$ cat src/rtl/rc_tx_framer.sv
// TX framer for the redundancy link: streams a RAM payload, drives the CRC-16 engine
// and appends the returned FCS. Optional length header enabled by RC_TX_LEN_HDR_EN.
module rc_tx_framer #(
    parameter int ADDR_W  = 11,
    parameter int LEN_W   = 11,
    parameter int MAX_LEN = 1024
) (
    input  logic              clk_sys,
    input  logic              rst_sys_n,
    input  logic              tx_start,
    input  logic [ADDR_W-1:0] tx_base,
    input  logic [LEN_W-1:0]  tx_len,
    output logic              rd_en,
    output logic [ADDR_W-1:0] rd_addr,
    input  logic [7:0]        rd_data,
    output logic              crc_sop,
    output logic [7:0]        crc_din,
    output logic              crc_din_vld,
    output logic              crc_cap,
    input  logic [15:0]       crc_dout,
    output logic [7:0]        tx_dout,
    output logic              tx_vld,
    input  logic              tx_rdy,
    output logic              tx_sof,
    output logic              tx_eof,
    output logic              tx_busy,
    output logic              tx_done,
    output logic              tx_err
);

    typedef enum logic [2:0] {
        S_IDLE,
`ifdef RC_TX_LEN_HDR_EN
        S_HDR,
`endif
        S_PAYLOAD,
        S_CRC_WAIT,
        S_CRC_HI,
        S_CRC_LO
    } state_t;

    state_t            r_state;
    logic [ADDR_W-1:0] r_base;
    logic [LEN_W-1:0]  r_len;
    logic [LEN_W-1:0]  r_rd_idx;
    logic [LEN_W-1:0]  r_rd_left;
    logic [LEN_W-1:0]  r_tx_left;
    logic [7:0]        r_fifo [2];
    logic              r_wptr;
    logic              r_rptr;
    logic [1:0]        r_cnt;
    logic              r_pend;
    logic [15:0]       r_fcs;
    logic              r_sop;
    logic              r_busy;
    logic              r_done;
    logic              r_err;
`ifdef RC_TX_LEN_HDR_EN
    logic              r_hdr_idx;
`endif

    logic              w_vld;
    logic [7:0]        w_dout;
    logic              w_sof;
    logic              w_eof;
    logic              w_xfer;
    logic              w_pop;
    logic              w_last;
    logic              w_rd_phase;
    logic [2:0]        w_fill;
    logic              w_rd_en;
    logic              w_len_bad;

    assign w_xfer  = w_vld & tx_rdy;
    assign w_pop   = (r_state == S_PAYLOAD) & w_xfer;
    assign w_last  = (r_tx_left == LEN_W'(1));

`ifdef RC_TX_LEN_HDR_EN
    assign w_rd_phase = (r_state == S_PAYLOAD) | (r_state == S_HDR);
`else
    assign w_rd_phase = (r_state == S_PAYLOAD);
`endif

    // Occupancy is taken after this cycle's pop so a steady 1 byte/cycle stream
    // keeps one byte buffered and one read in flight.
    assign w_fill  = 3'(r_cnt) - 3'(w_pop) + 3'(r_pend);
    assign w_rd_en = w_rd_phase & (r_rd_left != '0) & (w_fill < 3'd2);

    assign w_len_bad = (tx_len == '0) | (32'(tx_len) > 32'(MAX_LEN));

    always_comb begin
        w_vld  = 1'b0;
        w_dout = '0;
        w_sof  = 1'b0;
        w_eof  = 1'b0;
        case (r_state)
`ifdef RC_TX_LEN_HDR_EN
            // First HDR cycle coincides with crc_sop, so the header waits one cycle.
            S_HDR: begin
                w_vld  = ~r_sop;
                w_dout = r_hdr_idx ? r_len[7:0] : 8'(r_len >> 8);
                w_sof  = ~r_sop & ~r_hdr_idx;
            end
`endif
            S_PAYLOAD: begin
                w_vld  = (r_cnt != 2'd0);
                w_dout = w_vld ? r_fifo[r_rptr] : '0;
`ifndef RC_TX_LEN_HDR_EN
                w_sof  = w_vld & (r_tx_left == r_len);
`endif
            end
            S_CRC_HI: begin
                w_vld  = 1'b1;
                w_dout = r_fcs[15:8];
            end
            S_CRC_LO: begin
                w_vld  = 1'b1;
                w_dout = r_fcs[7:0];
                w_eof  = 1'b1;
            end
            default: ;
        endcase
    end

    assign tx_vld      = w_vld;
    assign tx_dout     = w_dout;
    assign tx_sof      = w_sof;
    assign tx_eof      = w_eof;
    assign rd_en       = w_rd_en;
    assign rd_addr     = r_base + ADDR_W'(r_rd_idx);
    assign crc_din     = w_dout;
    assign crc_din_vld = w_xfer & w_rd_phase;
    assign crc_cap     = w_pop & w_last;
    assign crc_sop     = r_sop;
    assign tx_busy     = r_busy;
    assign tx_done     = r_done;
    assign tx_err      = r_err;

    always_ff @(posedge clk_sys or negedge rst_sys_n) begin
        if (!rst_sys_n) begin
            r_state   <= S_IDLE;
            r_base    <= '0;
            r_len     <= '0;
            r_rd_idx  <= '0;
            r_rd_left <= '0;
            r_tx_left <= '0;
            r_fifo[0] <= '0;
            r_fifo[1] <= '0;
            r_wptr    <= 1'b0;
            r_rptr    <= 1'b0;
            r_cnt     <= '0;
            r_pend    <= 1'b0;
            r_fcs     <= '0;
            r_sop     <= 1'b0;
            r_busy    <= 1'b0;
            r_done    <= 1'b0;
            r_err     <= 1'b0;
`ifdef RC_TX_LEN_HDR_EN
            r_hdr_idx <= 1'b0;
`endif
        end else begin
            r_sop  <= 1'b0;
            r_done <= 1'b0;
            r_err  <= 1'b0;
            r_pend <= w_rd_en;

            if (w_rd_en) begin
                r_rd_idx  <= r_rd_idx + LEN_W'(1);
                r_rd_left <= r_rd_left - LEN_W'(1);
            end
            if (r_pend) begin
                r_fifo[r_wptr] <= rd_data;
                r_wptr         <= ~r_wptr;
            end
            if (w_pop) begin
                r_rptr <= ~r_rptr;
            end
            r_cnt <= r_cnt + 2'(r_pend) - 2'(w_pop);

            case (r_state)
                S_IDLE: begin
                    // The tx_done cycle is still IDLE but does not accept a new start.
                    if (tx_start && !r_done) begin
                        if (w_len_bad) begin
                            r_err <= 1'b1;
                        end else begin
                            r_base    <= tx_base;
                            r_len     <= tx_len;
                            r_rd_idx  <= '0;
                            r_rd_left <= tx_len;
                            r_tx_left <= tx_len;
                            r_sop     <= 1'b1;
                            r_busy    <= 1'b1;
`ifdef RC_TX_LEN_HDR_EN
                            r_hdr_idx <= 1'b0;
                            r_state   <= S_HDR;
`else
                            r_state   <= S_PAYLOAD;
`endif
                        end
                    end
                end
`ifdef RC_TX_LEN_HDR_EN
                S_HDR: begin
                    if (w_xfer) begin
                        if (r_hdr_idx) begin
                            r_state <= S_PAYLOAD;
                        end
                        r_hdr_idx <= 1'b1;
                    end
                end
`endif
                S_PAYLOAD: begin
                    if (w_xfer) begin
                        r_tx_left <= r_tx_left - LEN_W'(1);
                        if (w_last) begin
                            r_state <= S_CRC_WAIT;
                        end
                    end
                end
                S_CRC_WAIT: begin
                    r_fcs   <= crc_dout;
                    r_state <= S_CRC_HI;
                end
                S_CRC_HI: begin
                    if (w_xfer) begin
                        r_state <= S_CRC_LO;
                    end
                end
                S_CRC_LO: begin
                    if (w_xfer) begin
                        r_done  <= 1'b1;
                        r_busy  <= 1'b0;
                        r_state <= S_IDLE;
                    end
                end
                default: r_state <= S_IDLE;
            endcase
        end
    end

endmodule

$ cat config.mk
export PLATFORM = sky130hd
export DESIGN_NAME = rc_tx_framer
export DESIGN_NICKNAME = d
export VERILOG_FILES = /design/src/rtl/rc_tx_framer.sv
export SDC_FILE = /design/constraint.sdc
export NUM_CORES = 1
export LEC_CHECK = 0
export ABC_AREA = 1
export CORE_MARGIN = 1.5
export CORE_UTILIZATION = 50
export DETAILED_ROUTE_END_ITERATION = 8
export GPL_TIMING_DRIVEN = 0
export PLACE_DENSITY = 0.75
export SYNTH_ARGS = -nofsm -noshare
export SYNTH_HDL_FRONTEND = slang
export SYNTH_SLANG_ARGS = --single-unit
$ cat constraint.sdc
create_clock -name clk_sys -period 8 [get_ports clk_sys]
set_input_delay 2.4 -clock clk_sys [delete_from_list [all_inputs] [get_ports clk_sys]]
set_output_delay 2.4 -clock clk_sys [all_outputs]
set_load 0.02 [all_outputs]
==> metrics.txt <==
CTS tree done; PortBufs 86; Slew @ Worst Pin 0.671 ns; Hold WS 0.487 ns; # setup viols final 0; Mapped Cells roughly 720; DRT iter0 DRCs roughly 340; number of synthesized register bits a little under 100; CP max FO 11; Final Instance Area about 7000 um2; routed vias/inst slightly above 5; yosys warns 0; Post-CTS Resized 0; htree depth 3; peak supply drop 0.209 mV; Initial Util between 50% and 60%; Max Cap Viol 0; diode count 0; routed length per instance 14.1 um; Setup Crit Path Kind input port to output port; Highest Clock Rate around 0.13 GHz; dpl hpwl 10300 um; Worst-path clk slew ~0.06 ns; worst clock skew around 0.0043 ns; ratio of cells with drive above 1 in the final layout approximately 8.8%; max incr delay on CP slightly above 0.6 ns; status complete, no violations; RSZ-0062 raised after global routing false; PD cells approximately 380 nW/um2; Max Slew Vio Count 0; Die H 109 um; crit path launch type input port; row cnt 38; Post-Route WL roughly 14000 um; Hold Crit Class register to register; I/O pins 87; number of global-route vias before repair between 4k and 5k; Leak about 3.5 nW; hold_buf cts 0; total track usage between 20% and 30%; pin count of the biggest net entering global routing 71; CP Data Required Time 5.60 ns; initial antenna violation count 0; Syn Nets ~790; core area approximately 11000 um2; CP Cell Sequence clkdlybuf4s50_1, nand3_2, inv_1, ha_1, inv_1, ha_1, fa_1, nor2_1, nand2_1, nor2_4, nand2_2, inv_2, buf_6, clkdlybuf4s50_1; Max clock buf depth 2; grt ovf 0; number of remaining DRC errors 0; # clock sinks 99; DR vias 4952; Max-Slew Margin vs Limit a little under three fifths; die width ~110 um; mapped cell area between 5000 and 6000 um2; Final Net Count 890; area leader, netlist dfrtp_1; Detail Route Antenna Nets 0; Die ar. roughly 12000 um2; wire length of the first global-routing pass between 20000 and 25000 um; worst skew pair latency 0.35 ns; Syn-to-layout area delta 24.6%; Netlist cell types 34; Synth top area share a little over two fifths; TritonRoute pass-1 iters 5; sequential area share after synthesis a little over two fifths; Final GP Congestion about 0.95; syn_area_per_cell 7.80 um2; most common cell after layout, fill and taps aside nand2_1; slowest cell on the critical path clkdlybuf4s50_1; data arrival time of the worst path ~5.4 ns; Num CTS Buffers 9; dpl cell area 6710 um2; Core Util, Final between 60% and 70%; Area contributors post-synth dfrtp_1 44%, nand2_1 16%, inv_1 4.6%; Total Neg Setup Slack 0 ns; fin crit period about 8 ns; crit path capture type output port; final hold viol count 0; crit share post-route between 90% and 100%; fillers slightly above 900; post-CTS setup buffers 0; most frequent cells in the layout 242 x nand2_1, 99 x dfrtp_1, 85 x clkdlybuf4s50_1, 69 x inv_1, 64 x nor2_1; CTS Root Cell clkbuf_16
[registers in the layout, indices dropped and copies added (netlist names)]
signal / cells
crc_sop: 1
r_pend: 1
r_len: 11
r_tx_left: 11
r_rd_idx: 11
r_cnt: 2
r_base: 11
r_fcs: 16
tx_done: 1
tx_err: 1
tx_busy: 1
r_wptr: 1
r_fifo: 16
r_state: 3
r_rptr: 1
r_rd_left: 11
[cell families after synthesis]
kind of cell	count (synthesis)	synth area share (%)
AOI/OAI and AO/OA	87	8.40
xor gates and xnor gates	26	4.03
adders and majority gates	18	4.26
buffers and inverters	104	8.13
DFF	99	43.9
muxes	25	4.79
and+or+nand+nor	365	26.5
[metrics by stage]
stage | total power (W) | std cells | worst slack, ns
CTS | 0.00267 | 967 | 0.176
global route | 0.00287 | 967 | 0.0325
global placement | 0.00213 | 950 | 0.244
floorplan | 0.00174 | 724 | 1.49
detailed placement | 0.00218 | 951 | 0.178
finish | 0.00266 | 967 | 0.188
[worst max-delay path: cells and delay by family]
kind | cells | cell delay [ns]
buf+inv | 6 | 1.57
fa+ha+maj | 3 | 0.82
simple gates | 5 | 0.61
[metal layers]
layer	share of wire, %	up-vias	GRT usage, %
li1	-	2482	-
met4	1.2	0	6.12
met3	4.3	16	5.62
met1	44	2325	31.6
met5	0	-	0
met2	50	129	42.1
[layout make-up]
class                      instances  area, um2  area share (%)
sequential                        99       2480            35.2
clock inverter                     3       68.8           0.978
buffer                            27        170            2.42
multi-input combinational        521       2710            38.5
tap                              140        175            2.49
clock buffer                      13        260            3.70
timing repair buffer              87        886            12.6
inverter                          77        289            4.11
[Yosys cell counts, drive strengths merged]
| master | count |
|---|---|
| nand4 | 3 |
| buf | 22 |
| nor2 | 66 |
| ha | 16 |
| nand2 | 246 |
| a221oi | 2 |
| inv | 75 |
| dfrtp | 99 |
| a21boi | 1 |
| o22ai | 1 |
| xor2 | 15 |
| a21oi | 11 |
| clkinv | 2 |
| mux2i | 9 |
| fa | 2 |
| clkbuf | 5 |
| o21bai | 1 |
| nor3 | 5 |
| xnor2 | 11 |
| nand3b | 3 |
| o211ai | 8 |
| a211oi | 2 |
| nand3 | 37 |
| or2 | 5 |
| mux2 | 16 |
| o21ai | 61 |
[final timing paths]
check                                 from           end  slack (ns)  cells past startpoint
worst max-delay path                tx_rdy         rd_en        0.19                     14
worst min-delay path             r_fifo[9]     r_fifo[9]        0.49                      2
worst max register to register  r_state[0]  r_rd_left[5]        4.90                     19
worst min register to register   r_fifo[9]     r_fifo[9]        0.49                      2
max in group asynchronous        rst_sys_n  r_tx_left[8]        5.37                      2
min in group asynchronous        rst_sys_n     r_fifo[2]        1.97                      1
[report_power, final]
| part | switching [W] | internal, W | total (W) |
|---|---|---|---|
| clock | 0.000183 | 0.000293 | 0.000476 |
| combinational | 0.000727 | 0.000575 | 0.00130 |
| sequential | 0.000166 | 0.000714 | 0.000881 |
Note: power is estimated with default switching activity, not from simulation.
